===== src/rtl/vram_dma_pkg.sv =====
// dma_pkg: shared FSM encoding, register map, CTRL bits and VRAM base for vram_dma
package dma_pkg;
  typedef enum logic [1:0] {
    ST_IDLE    = 2'd0,
    ST_READ    = 2'd1,
    ST_CAPTURE = 2'd2,
    ST_WRITE   = 2'd3
  } state_t;
  localparam logic [1:0] REG_SRC  = 2'd0;
  localparam logic [1:0] REG_DST  = 2'd1;
  localparam logic [1:0] REG_LEN  = 2'd2;
  localparam logic [1:0] REG_CTRL = 2'd3;
  localparam int CTRL_START = 0;
  localparam int CTRL_CLEAR = 1;
  localparam int CTRL_ABORT = 2;
  localparam int CTRL_BUSY  = 0;
  localparam int CTRL_DONE  = 1;
  localparam int CTRL_REM   = 8;
  // Same region the top-level data_addr[31:30] decode routes to VRAM
  localparam logic [31:0] VRAM_BASE = 32'h8000_0000;
endpackage


===== src/rtl/vram_dma.sv =====
// vram_dma: cycle-stealing byte copier from main RAM into VGA VRAM
module vram_dma
  import dma_pkg::*;
#(
  parameter int LEN_W = 8
) (
  input  logic        clk,
  input  logic        rst_n,
  input  logic        reg_sel,
  input  logic [1:0]  reg_addr,
  input  logic [31:0] reg_wdata,
  input  logic        reg_wenable,
  output logic [31:0] reg_rdata,
  input  logic        cpu_busy,
  output logic        mem_req,
  output logic [31:0] mem_addr,
  output logic [31:0] mem_wdata,
  output logic [3:0]  mem_wenable,
  input  logic [31:0] mem_rdata,
  output logic        dma_done
);
  state_t           r_state;
  logic [11:0]      r_src;
  logic [6:0]       r_dst;
  logic [LEN_W-1:0] r_len;
  logic [7:0]       r_byte;
  logic             r_done;
  logic             w_wr;
  logic             w_busy;
  logic             w_start;
  logic             w_clear;
  logic             w_abort;
  logic             w_issue;
  logic             w_wr_issue;
  logic             w_last;
  logic [7:0]       w_lane;
  logic             w_unused;
  assign w_wr       = reg_sel & reg_wenable;
  assign w_busy     = r_state != ST_IDLE;
  assign w_start    = w_wr && reg_addr == REG_CTRL && reg_wdata[CTRL_START];
  assign w_clear    = w_wr && reg_addr == REG_CTRL && reg_wdata[CTRL_CLEAR];
  assign w_abort    = w_wr && reg_addr == REG_CTRL && reg_wdata[CTRL_ABORT];
  assign w_issue    = (r_state == ST_READ || r_state == ST_WRITE) && !cpu_busy;
  assign w_wr_issue = w_issue && r_state == ST_WRITE;
  assign w_last     = r_len == LEN_W'(1);
  assign w_unused   = ^reg_wdata[31:12];
  // Byte lane of the fetched word selected by the low source address bits
  always_comb begin
    w_lane = r_src[1] ? (r_src[0] ? mem_rdata[31:24] : mem_rdata[23:16])
                      : (r_src[0] ? mem_rdata[15:8]  : mem_rdata[7:0]);
  end
  // Slave read mux; CTRL packs remaining count above busy/done flags
  always_comb begin
    reg_rdata = reg_addr == REG_SRC ? {20'b0, r_src} :
                reg_addr == REG_DST ? {25'b0, r_dst} :
                reg_addr == REG_LEN ? 32'(r_len) :
                32'({r_len, 6'b0, r_done, w_busy});
  end
  // Master port is fully zeroed whenever the DMA does not own the bus
  always_comb begin
    mem_req     = w_issue;
    mem_addr    = !w_issue ? 32'b0 :
                  w_wr_issue ? (VRAM_BASE | {25'b0, r_dst}) :
                  {20'b0, r_src[11:2], 2'b00};
    mem_wdata   = w_wr_issue ? {24'b0, r_byte} : 32'b0;
    mem_wenable = w_wr_issue ? 4'b0001 : 4'b0000;
  end
  assign dma_done = r_done;
  // Register file and transfer FSM; abort overrides the next state last
  always_ff @(posedge clk) begin
    if (!rst_n) begin
      r_state <= ST_IDLE;
      r_src   <= '0;
      r_dst   <= '0;
      r_len   <= '0;
      r_byte  <= '0;
      r_done  <= 1'b0;
    end else begin
      if (w_wr && !w_busy && reg_addr == REG_SRC) r_src <= reg_wdata[11:0];
      if (w_wr && !w_busy && reg_addr == REG_DST) r_dst <= reg_wdata[6:0];
      if (w_wr && !w_busy && reg_addr == REG_LEN) r_len <= reg_wdata[LEN_W-1:0];
      if (w_clear) r_done <= 1'b0;
      case (r_state)
        ST_IDLE: begin
          if (w_start && !w_abort) begin
            r_done  <= r_len == '0;
            r_state <= r_len == '0 ? ST_IDLE : ST_READ;
          end
        end
        ST_READ: begin
          if (!cpu_busy) r_state <= ST_CAPTURE;
        end
        ST_CAPTURE: begin
          r_byte  <= w_lane;
          r_state <= ST_WRITE;
        end
        ST_WRITE: begin
          if (!cpu_busy) begin
            r_src   <= r_src + 12'd1;
            r_dst   <= r_dst + 7'd1;
            r_len   <= r_len - LEN_W'(1);
            r_state <= w_last ? ST_IDLE : ST_READ;
            if (w_last && !w_abort) r_done <= 1'b1;
          end
        end
        default: r_state <= ST_IDLE;
      endcase
      if (w_abort) r_state <= ST_IDLE;
    end
  end
endmodule


===== config.mk =====
export PLATFORM = sky130hd
export DESIGN_NAME = vram_dma
export DESIGN_NICKNAME = d
export VERILOG_FILES = /design/src/rtl/vram_dma_pkg.sv /design/src/rtl/vram_dma.sv
export SDC_FILE = /design/constraint.sdc
export NUM_CORES = 1
export LEC_CHECK = 0
export ABC_AREA = 0
export BUFFER_PORTS_ARGS = -buffer_cell sky130_fd_sc_hd__buf_2
export CORE_AREA = 2 2 94 96
export CTS_BUF_LIST = sky130_fd_sc_hd__clkbuf_8
export DETAILED_ROUTE_END_ITERATION = 6
export DIE_AREA = 0 0 96 98
export PLACE_DENSITY = 0.83
export SYNTH_ARGS = -nofsm -noshare
export SYNTH_HDL_FRONTEND = slang
export SYNTH_SLANG_ARGS = --single-unit

===== constraint.sdc =====
create_clock -name clk -period 2.9 [get_ports clk]
set_input_delay 0.145 -clock clk [delete_from_list [all_inputs] [get_ports clk]]
set_output_delay 0.145 -clock clk [all_outputs]
set_load 0.01 [all_outputs]

After elaboration in Yosys (flattened, before gate mapping)
Index checks and enable logic that the tools add are counted.

cells by class
  shift-type cells = 0
  $mul = 0
  eq/ne operators = 10
  divide/modulo/power cells = 0
  $lt $le $gt $ge = 0
  add/sub/neg operators = 3
  reduce and logical (&&, ||, !) cells = 22
  muxes and demuxes = 30
  bitwise gates (word level) = 2

operator list
  operator               count
  $mux 32                2
  $mux 8                 7
  $mux 16                3
  $mux 12                3
  $mux 7                 3
  $add 12x1->12 const B  1
  $logic_and 1x1->1      12
  $eq 2x2->1 const B     4
  $eq 8x1->1 const B     1
  $logic_not 8->1        1
  $pmux 2 s4             1
  $sub 8x1->8 const B    1
  $add 7x1->7 const B    1
  $mux 1                 7
  $mux 2                 3
  $ne 2x2->1 const B     3
  $eq 2x1->1 const B     2
  $logic_not 2->1        2
  $logic_not 1->1        3
  $reduce_and 3->1       1
  $pmux 1 s2             1
  $reduce_bool 2->1      1
  $reduce_or 2->1        1
  $and 1x1->1            1
  2 further kinds        2

storage, ports and cells
  word-level logic and storage cells = 73
  output and inout port bits = 102
  bits in registers = 38
  input port bits = 71
  memory bits (writable) = 0
  latch bits = 0
  memories kept = 0
  ROM bits = 0

Depth between registers and ports, before layout
Gate-level depths: netlist (run 1).

  depth after elaboration = 8
  depth in mapped cells = 8

Least setup slack after synthesis (run 1)
No wires, ideal clock.

  path type = flip-flop to flip-flop
  from = register r_state[0]
  to = register r_state[0]
  path slack = 1003 ps
  setup time = 115 ps
  data arrival time = 1782 ps
  stages on the path, launching flop included = 8
  required time = 2785 ps
  cell sequence = dfxtp_1 -> inv_1 -> ha_1 -> buf_2 -> or4b_1 -> a211oi_1 -> nor4_1 -> o21ba_2

on the way
  word-level cells in the longest chain between the ends = 3
  elaborated cells on any way between the ends = 9

ends and longest elaborated chain
  item                                      line             text
  start: declaration                        vram_dma.sv:22   state_t r_state;
  start signal: assignment                  vram_dma.sv:87   r_state <= r_len == '0 ? ST_IDLE : ST_READ;
  start signal: assignment                  vram_dma.sv:102  r_state <= w_last ? ST_IDLE : ST_READ;
  $eq 2x2->1, or another cell as far along  vram_dma.sv:83   case (r_state)
  $ne 2x2->1 (no source line)               --
  $reduce_and 3->1 (no source line)         --

Parallel ways exist; a longest one is shown, timed or not.
A chain may end at the register's enable or synchronous reset.

Final worst setup path (run 1)
  from = register r_state[1]
  to = output mem_addr[0]

on the way
  word-level cells in the longest chain between the ends = 6
  elaborated cells on any way between the ends = 7

ends and longest elaborated chain
  item                                             line                            text
  $eq 2x1->1 / $eq 2x2->1 (equally long branches)  vram_dma.sv:43, vram_dma.sv:44
  $logic_or 1x1->1                                 vram_dma.sv:43                  assign w_issue = (r_state == ST_READ || r_state == ST_WRITE) && !cpu_busy;
  $logic_and 1x1->1                                vram_dma.sv:43
  $logic_and 1x1->1                                vram_dma.sv:44                  assign w_wr_issue = w_issue && r_state == ST_WRITE;
  $mux 32                                          vram_dma.sv:63                  w_wr_issue ? (VRAM_BASE | {25'b0, r_dst}) :
  $mux 32 (*)                                      vram_dma.sv:62                  mem_addr = !w_issue ? 32'b0 :
  end: declaration                                 vram_dma.sv:16                  output logic [31:0] mem_addr,

Mark *: on every way between the ends. The rest lies on a longest branch, timed or not.

==> results.yml, run 1 <==
routing:
  drc: 8
  drtIter0Drc: 330
  vias_per_cell: 5.45
  wirelength_mm: 9.15
  vias: 3223
  routedWlPerCell_um: 15.5
  ant_nets: 0
  dr.pass1.iters: 7
finish:
  stdcell_count: 591
  fin_nets: 563
  multiInputGateArea_mm2: 0.00209
  antennaDiodeCount: 0
  seq_area_um2: 761
  area_growth_pct: 11.0
  drive_gt1_share_pct: 25.3
  nFillCells: 852
yosys:
  yosys_warnings: 0
  ys_seq_area_share_pct: 23.3
  synthCells: 407
  synth-edff-count: 0
  post-synth-top-count-cell: "buf_4"
  synth_top_area_share_pct: 23.3
  synth_compound_area_share_pct: 19.6
  synth_ff_type: "dfxtp_1"
  synth_mux_area_share_pct: 11.8
  synth_top_family_by_area: "simple AND/OR/NAND/NOR gates"
  synth_common_cells: "buf_4 (64), nor2_1 (42), dfxtp_1 (38)"
  synth_area_leaders: "dfxtp_1 (23%), buf_4 (15%), mux4_2 (6.9%), mux2i_1 (4.9%), nor2_1 (4.8%)"
  yosys.area.top_type: "dfxtp_1"
  synth_xor_area_share_pct: 0
  synth-async-reset-ratio_pct: 0
  synth_cell_type_count: 56
  synth-adder-area-share_pct: 3.84
  synthSimpleGateAreaFrac_pct: 21.6
  synth_seq_cells: 38
  syn_area_mm2: 0.00326
  syn_area_per_cell_um2: 8.01
clocking:
  insertion_delay_ns: 0.30
  hold_buffers: 0
  post_cts_resized: 0
  clkTransAtPathRegs_ns: 0.07
  cts_buffer_depth: 2
  cts_buffers: 5
  cts_tree: "built"
  cts-root-buf: "clkbuf_8"
  post_cts.repair.setup_buffers: 0
  htree_levels: 2
  cts_sinks: 38
die:
  die_w_um: 96
  die_h_um: 98
  die-area_mm2: 0.00941
  initial_core_util_pct: 38.5
  core_area_mm2: 0.00847
  rows: 34
  pin_count: 173
global_routing:
  grt_pass1_vias: 2932
  grt.overflow.total: 0
  grt_pass1_wl_mm: 14.3
  grtUsageTotal_pct: 19.3
  grt_start_max_net_pins: 33
  antenna_found_initial: 0
sta:
  max_freq_ghz: 0.412
  hold_violations: 0
  period_share_pct: 83.7
  slew_viol_final: 0
  skew_ns: 0.0101
  period_minus_slack_ns: 2.43
  setup_viol: 0
  maxSlewHeadroom_pct: 30.8
  fin_tns_setup_ns: 0
  rsz0062_at_grt: "false"
  tightest_slew_ns: 1.04
worst_setup_path:
  cp-start-kind: "register"
  cp_num_buf_inv: 3
  path_cells: "ha_1 > or2b_1 > inv_1 > buf_4 > and2_1 > buf_2"
  startpoint: "r_state[1]"
  r2r-start: "r_state[1]"
  criticalPathCategory: "reg2out"
  arrival_ns: 2.28
  cpLargestDelayFamily: "buffers and inverters"
  crit_path_max_incr_delay_ns: 0.45
  crit_slowest_cell: "inv_1"
  endpoint_kind: "output port"
  worst-endpoint-required_ns: 2.76
  cp_max_fo: 19
pwr:
  p_switching_mw: 0.337
  leakagePower_nw: 1.67
  p_int_mw: 0.794
  p_comb_share_pct: 16.7
  seqPwrFrac_pct: 48.8
  power.density_mw_per_mm2: 312
  max-vdd-ir-drop_mv: 0.180
  clockPowerShare_pct: 34.5
  swShare_pct: 29.8
worst_hold_path:
  hp-start: "reg_wdata[10]"
  hold_class: "in2reg"
placement:
  place_inst: 583
  port_buffers: 90
  post-dp-hpwl_mm: 7.05
  gp_congestion: 0.954
run_status:
  status: "finished with violations"
  violations: "design-rule violations"
flow_run:
  drv_cap: 0
## state kept, by name (all words and copies together) (netlist names)
signal	count
dma_done	1
r_byte	8
r_dst	7
r_len	8
r_src	12
r_state	2
## final cells by class
| type | count | area share [%] |
|---|---|---|
| Multi-Input combinational cell | 328 | 57.7 |
| Sequential cell | 38 | 21.0 |
| Timing Repair Buffer | 95 | 13.5 |
| Tap cell | 108 | 3.73 |
| Clock buffer | 6 | 2.28 |
| Inverter | 14 | 1.45 |
| Clock inverter | 2 | 0.346 |
## placed cells by master, fill, tap and decap left out, types with 3 or more instances in the layout
cell type | netlist | routed
nand3_1 | 9 | 9
nand2_1 | 22 | 22
a211oi_1 | 5 | 5
nand4_1 | 7 | 7
mux2i_1 | 16 | 16
nor2b_1 | 3 | 3
o21ai_0 | 22 | 22
nor4_1 | 3 | 3
a22o_1 | 4 | 4
inv_1 | 14 | 14
mux4_2 | 10 | 10
ha_1 | 10 | 10
and2_1 | 16 | 16
a31oi_1 | 11 | 11
clkbuf_8 | 0 | 6
nor3_1 | 7 | 7
nor2_1 | 42 | 42
buf_2 | 8 | 90
a21oi_1 | 23 | 23
o32a_1 | 3 | 3
conb_1 | 1 | 62
dfxtp_1 | 38 | 38
buf_4 | 64 | 5
and3_1 | 11 | 11
a311oi_1 | 4 | 4
a2bb2oi_1 | 3 | 3
## logic make-up (layout without fill, tap and decap cells)
group                    Yosys count  after routing
AND/OR/NAND/NOR                  135            135
AO/OA/AOI/OAI                     95             95
buffers and inverters            102            117
multiplexers                      26             26
other                              1             62
flip-flops                        38             38
adder cells (fa/ha/maj)           10             10
## worst register-to-register path, cell delays in order, from the launching register on
cell,delay [ns]
dfxtp_1,0.38
ha_1,0.35
or2b_1,0.28
inv_1,0.45
a31oi_1,0.24
o21ai_0,0.25
a31oi_1,0.10
## through the flow
stage                     setup slack, ns  total power, mW  area (um2)  utilization, %  hold WS (ns)
after floorplan                      1.00            0.742        3490               -         0.291
after global placement              0.816            0.743        3530            41.6         0.408
after detailed placement            0.738            0.749        3530            41.6         0.407
after CTS                           0.473             1.13        3620            42.8        0.0936
after global routing                0.289             1.18        3620            42.8         0.106
final                               0.472             1.13        3620            42.8        0.0976
## path summary, 6_finish.rpt
check	endpoint	slack (ns)	cells past startpoint
worst max-delay path	mem_addr[0]	0.47	6
worst max register to register	r_dst[6]	0.71	6
worst min-delay path	r_src[10]	0.1	3
worst min register to register	r_byte[4]	0.49	2
## per-layer routing
metal	wire length [um]	share of wire, %	GRT usage [%]
met5	0	0	0
met4	189	2.1	6.37
met3	778	8.5	5.25
met2	4690	51	33.4
met1	3490	38	22.5
## power groups by stage
stage / Clock, mW / Sequential, mW / Combinational (mW)
2_1_floorplan: 0 / 0.555 / 0.188
3_3_place_gp: 0 / 0.562 / 0.181
3_5_place_dp: 0 / 0.563 / 0.186
4_1_cts: 0.395 / 0.551 / 0.187
5_1_grt: 0.419 / 0.553 / 0.208
6_report: 0.391 / 0.552 / 0.189
No activity file was read; power rests on OpenSTA's default activity.
==> run 2, diff against run 1 <==
- clock period: 2.9 -> 2.5 ns (I/O delays scaled with it)
==> run 2 against run 1 <==
The flow now finishes without violations. Critical path type unchanged. Clock skew shrank 0.0057 ns. Cell area grew 0.83%. Power grew 22%. Largest power group unchanged. Sequential power grew 16%. Register-to-register slack lost 0.38 ns. Sequential share of layout area shrank 0.17 points. Utilization grew 0.35 points. Clock power grew 33%. Setup slack lost 0.15 ns.
==> results.yml, run 2 (synthesis results as in run 1) <==
clocking:
  cts_buffers: 5
  cts-root-buf: "clkbuf_8"
  htree_levels: 2
  hold_buffers: 0
  clkTransAtPathRegs_ns: 0.08
  cts_sinks: 38
  insertion_delay_ns: 0.30
  post_cts.repair.setup_buffers: 0
  cts_buffer_depth: 2
  post_cts_resized: 0
  cts_tree: "built"
sta:
  slew_viol_final: 0
  skew_ns: 0.00434
  max_freq_ghz: 0.459
  period_share_pct: 87.2
  fin_tns_setup_ns: 0
  period_minus_slack_ns: 2.18
  setup_viol: 0
  maxSlewHeadroom_pct: 27.6
  rsz0062_at_grt: "false"
  hold_violations: 0
  tightest_slew_ns: 1.09
die:
  die_h_um: 98
  die-area_mm2: 0.00941
  pin_count: 173
  rows: 34
  core_area_mm2: 0.00847
  die_w_um: 96
  initial_core_util_pct: 38.5
pwr:
  clockPowerShare_pct: 37.7
  swShare_pct: 28.3
  power.density_mw_per_mm2: 378
  seqPwrFrac_pct: 46.3
  p_comb_share_pct: 16.1
  leakagePower_nw: 1.68
  p_int_mw: 0.991
  max-vdd-ir-drop_mv: 0.179
  p_switching_mw: 0.391
routing:
  wl_met1_mm: 3.48
  ant_nets: 0
  top_layer: "met4"
  dr.pass1.iters: 5
  wirelength_mm: 9.14
  drc: 0
  vias: 3227
  met3RoutedLength_um: 888
  wl_met2_mm: 4.54
  drtIter0Drc: 382
  routedWlPerCell_um: 15.4
  vias_per_cell: 5.44
worst_setup_path:
  path_cells: "ha_1 > or2b_1 > clkinvlp_4 > buf_4 > and2_1 > buf_2"
  cp_max_fo: 17
  endpoint_kind: "output port"
  cpLargestDelayFamily: "buffers and inverters"
  worst-path-stages: 6
  crit_path_max_incr_delay_ns: 0.33
  cp_num_buf_inv: 3
  crit_slowest_cell: "dfxtp_1"
  reg2reg_depth: 6
  arrival_ns: 2.06
  criticalPathCategory: "reg2out"
  worst-endpoint-required_ns: 2.38
  cp-start-kind: "register"
finish:
  largest_reg_flops: 12
  area_growth_pct: 11.9
  nFillCells: 837
  top_regs: "r_src: 12 flops, r_byte: 8 flops, r_len: 8 flops"
  fin_nets: 565
  seq_area_um2: 761
  drive_gt1_share_pct: 25.4
  stdcell_count: 593
  multiInputGateArea_mm2: 0.00209
  layout_common_cells: "buf_2 (90), conb_1 (62), nor2_1 (42)"
  final_common_cell: "buf_2"
  antennaDiodeCount: 0
  top_register: "r_src"
placement:
  post-dp-hpwl_mm: 7.00
  place_inst: 585
  port_buffers: 90
  gp_congestion: 0.922
flow_run:
  drv_cap: 0
global_routing:
  grt_pass1_vias: 2911
  grt.overflow.total: 0
  grt_start_max_net_pins: 33
  antenna_found_initial: 0
  grtUsageTotal_pct: 19.2
  grt_pass1_wl_mm: 14.4
worst_hold_path:
  hold_class: "in2reg"
  whs_path_depth: 3
run_status:
  status: "complete, no violations"
## run 2: changes by cell type in the layout (fill, tap and decap cells not counted)
cell       change
clkbuf_8       -1
buf_4          +2
clkinv_2       -1
inv_1          +1
bufinv_16      +1
## run 2: final timing paths
check	from	end	slack (ns)
setup / recovery	r_state[0]	mem_addr[0]	0.32
hold / removal	reg_wdata[10]	r_src[10]	0.08
setup reg to reg	r_state[0]	r_src[8]	0.33
hold reg to reg	r_byte[0]	r_byte[0]	0.48
## run 2: layer usage
| layer | GRT usage [%] | vias up |
|---|---|---|
| met3 | 3.94 | 28 |
| met2 | 32.7 | 217 |
| met5 | 0 | - |
| met1 | 23.6 | 1487 |
| li1 | - | 1495 |
| met4 | 6.59 | 0 |
## run 2: final cells by class
| class | count | area share, % |
|---|---|---|
| well taps | 108 | 3.70 |
| clock buffers | 5 | 1.88 |
| multi-input cells | 328 | 57.2 |
| flip-flops and latches | 38 | 20.8 |
| inverters | 14 | 1.54 |
| clock inverters | 3 | 1.03 |
| repair buffers | 97 | 13.8 |
## run 2: power by group through the flow
stage | clock network (mW) | logic (mW) | registers [mW]
floorplan | 0 | 0.218 | 0.643
global placement | 0 | 0.211 | 0.652
detailed placement | 0 | 0.217 | 0.653
CTS | 0.523 | 0.218 | 0.638
global route | 0.555 | 0.244 | 0.641
finish | 0.520 | 0.222 | 0.640
## run 2: per-stage QoR
step	hold WS (ns)	power (mW)	cell area (um2)	worst slack (ns)	util (%)
after floorplan	0.271	0.861	3490	0.603	-
after global placement	0.392	0.863	3540	0.463	41.8
after detailed placement	0.394	0.869	3540	0.385	41.8
after CTS	0.0819	1.38	3650	0.166	43.1
after global routing	0.0827	1.44	3650	0.163	43.1
final	0.0835	1.38	3650	0.320	43.1
## run 2: worst register-to-register path, stage by stage, from the launching register on
cell and delay (ns):
dfxtp_1 0.33, inv_1 0.13, ha_1 0.26, and3_1 0.48, and3_1 0.41, nor3_1 0.09
a2111oi_0 0.35
==> run 3, diff against run 2 <==
- ABC_AREA: 0 -> 1
- CORE_AREA: 2 2 94 96 -> 2 2 90 92
- DIE_AREA: 0 0 96 98 -> 0 0 92 94
- PLACE_DENSITY: 0.83 -> 0.9
==> run 3 against run 2 <==
Clock power fell by 13%. Cell area rose by 1.6%. Register-to-register slack improved by 0.19 ns. Clock skew rose by 0.0021 ns. Utilization rose by 5.7 points. Final cell count rose by 22%. Die area fell by 8.1%. Critical path depth rose by 1. Area after synthesis rose by 3.4%. Critical endpoint is now mem_addr[3]. Highest routed layer unchanged.
==> results.yml, run 3 <==
sta:
  period_minus_slack_ns: 2.36
  slew_viol_final: 0
  fin_tns_setup_ns: 0
  rsz0062_at_grt: "false"
  tightest_slew_ns: 0.628
  setup_viol: 0
  skew_ns: 0.00646
  period_share_pct: 94.2
  hold_ws_ns: 0.114
  max_freq_ghz: 0.424
  hold_violations: 0
  maxSlewHeadroom_pct: 58.1
worst_setup_path:
  cp_num_buf_inv: 3
  cp_max_fo: 13
  worst-path-stages: 7
  worst-endpoint-required_ns: 2.38
  crit_slowest_cell: "ha_1"
  crit_path_max_incr_delay_ns: 0.49
  cp-start-kind: "register"
  startpoint: "r_state[0]"
  reg2reg_depth: 8
  cp-endpoint: "mem_addr[3]"
  path_cells: "ha_1 > o21ai_0 > buf_4 > inv_1 > o21ai_0 > a21oi_1 > buf_2"
  r2r-start: "r_state[0]"
  ff2ff_setup_slack_ns: 0.52
  criticalPathCategory: "reg2out"
  crit_top_cell: "o21ai_0"
  cpLargestDelayFamily: "buffers and inverters"
  rr_endpoint: "r_len[2]"
  endpoint_kind: "output port"
  arrival_ns: 2.23
pwr:
  max-vdd-ir-drop_mv: 0.204
  leakagePower_nw: 1.92
  power.density_mw_per_mm2: 479
  total_power_mw: 1.78
die:
  die_h_um: 94
  rows: 32
  pin_count: 173
  initial_core_util_pct: 44.3
  core_area_mm2: 0.00761
  die_w_um: 92
  die-area_mm2: 0.00865
clocking:
  cts_tree: "built"
  htree_levels: 2
  cts_buffer_depth: 2
  cts_sinks: 38
  hold_buffers: 0
  cts_buffers: 5
  post_cts.repair.setup_buffers: 0
  clkTransAtPathRegs_ns: 0.08
  post_cts_resized: 0
  cts-root-buf: "clkbuf_8"
  insertion_delay_ns: 0.30
yosys:
  synth_cell_type_count: 30
  synth_top_area_share_pct: 22.6
  synth-async-reset-ratio_pct: 0
  ys_seq_area_share_pct: 22.6
  synth_seq_cells: 38
  synthCells: 545
  synth-edff-count: 0
  yosys_warnings: 0
  syn_area_per_cell_um2: 6.19
  synth_area_leaders: "dfxtp_1 (23%), buf_4 (15%), o21ai_0 (9.9%), nand2_1 (9.0%), inv_1 (7.9%)"
  syn_area_mm2: 0.00337
  synth_common_cells: "nand2_1 (81), inv_1 (71), nor2_1 (69)"
  yosys.area.top_type: "dfxtp_1"
  synth_ff_type: "dfxtp_1"
  post-synth-top-count-cell: "nand2_1"
global_routing:
  grt.overflow.total: 0
  antenna_found_initial: 0
  grt_pass1_vias: 3208
  grt_start_max_net_pins: 37
  grtUsageTotal_pct: 21.4
  grt_pass1_wl_mm: 15.0
finish:
  area_growth_pct: 10.1
  drive_gt1_share_pct: 18.1
  multiInputGateArea_mm2: 0.00197
  seq_area_um2: 761
  top_regs: "r_src: 12 flops, r_byte: 8 flops, r_len: 8 flops"
  antennaDiodeCount: 0
  largest_reg_flops: 12
  final_common_cell: "buf_2"
  top_register: "r_src"
  layout_common_cells: "buf_2 (90), nand2_1 (81), inv_1 (72)"
  fin_nets: 704
  nFillCells: 805
placement:
  post-dp-hpwl_mm: 6.91
  gp_congestion: 0.887
  port_buffers: 90
routing:
  drtIter0Drc: 388
  dr.pass1.iters: 5
  vias_per_cell: 5.01
  drc: 0
  routedWlPerCell_um: 12.7
  vias: 3634
  ant_nets: 0
  wirelength_mm: 9.24
worst_hold_path:
  hold_class: "in2reg"
run_status:
  status: "complete, no violations"
flow_run:
  drv_cap: 0
## run 3: final cells by class
cell class,instances,share of cell area [%]
Clock buffer,6,2.23
Multi-Input combinational cell,410,53.2
Clock inverter,2,0.236
Inverter,74,7.48
Timing Repair Buffer,94,12.9
Tap cell,102,3.44
Sequential cell,38,20.5
## run 3: cell families after synthesis
kind of cell    after synthesis  share of synthesized area, %
other cells                   1                         0.111
buf+inv                     158                          25.7
flops                        38                          22.6
simple gates                189                          23.5
compound gates              148                          24.1
xor+xnor                      1                         0.260
fa+ha+maj                    10                          3.71
## run 3: worst register-to-register path: stages (launching register included)
cell	delay, ns
dfxtp_1	0.40
ha_1	0.49
inv_2	0.12
nor2_4	0.11
inv_2	0.24
a21oi_1	0.23
o21ai_0	0.11
o211ai_1	0.11
inv_1	0.06
## run 3: per-stage QoR
step | cell area, um2 | setup slack [ns] | util, % | instances
floorplan | 3600 | 1.00 | - | 606
detailed placement | 3620 | 0.608 | 47.6 | 718
CTS | 3710 | 0.288 | 48.8 | 726
global route | 3710 | 0.100 | 48.8 | 726
finish | 3710 | 0.144 | 48.8 | 726
global placement | 3620 | 0.622 | 47.6 | 718
## run 3: per-layer routing
| layer | up-vias | track usage, % | share of wire [%] |
|---|---|---|---|
| li1 | 1801 | - | - |
| met4 | 0 | 10.1 | 3.4 |
| met1 | 1611 | 26.5 | 41 |
| met2 | 190 | 36.3 | 48 |
| met5 | - | 0 | 0 |
| met3 | 32 | 3.77 | 7.7 |
## run 3: worst min path at each step
stage / from / end / depth (start not counted) / slack (ns)
floorplan: reg_wdata[5] / r_dst[5] / 2 / 0.26
global placement: reg_wdata[5] / r_dst[5] / 3 / 0.38
detailed placement: reg_wdata[5] / r_dst[5] / 3 / 0.41
CTS: reg_wdata[6] / r_dst[6] / 3 / 0.10
global route: reg_wdata[5] / r_dst[5] / 3 / 0.11
finish: reg_wdata[5] / r_dst[5] / 3 / 0.11
## run 3: power breakdown
part / switching [mW] / total (mW) / internal (mW)
combinational: 0.405 / 0.604 / 0.198
sequential: 0.0396 / 0.722 / 0.682
clock: 0.232 / 0.451 / 0.219
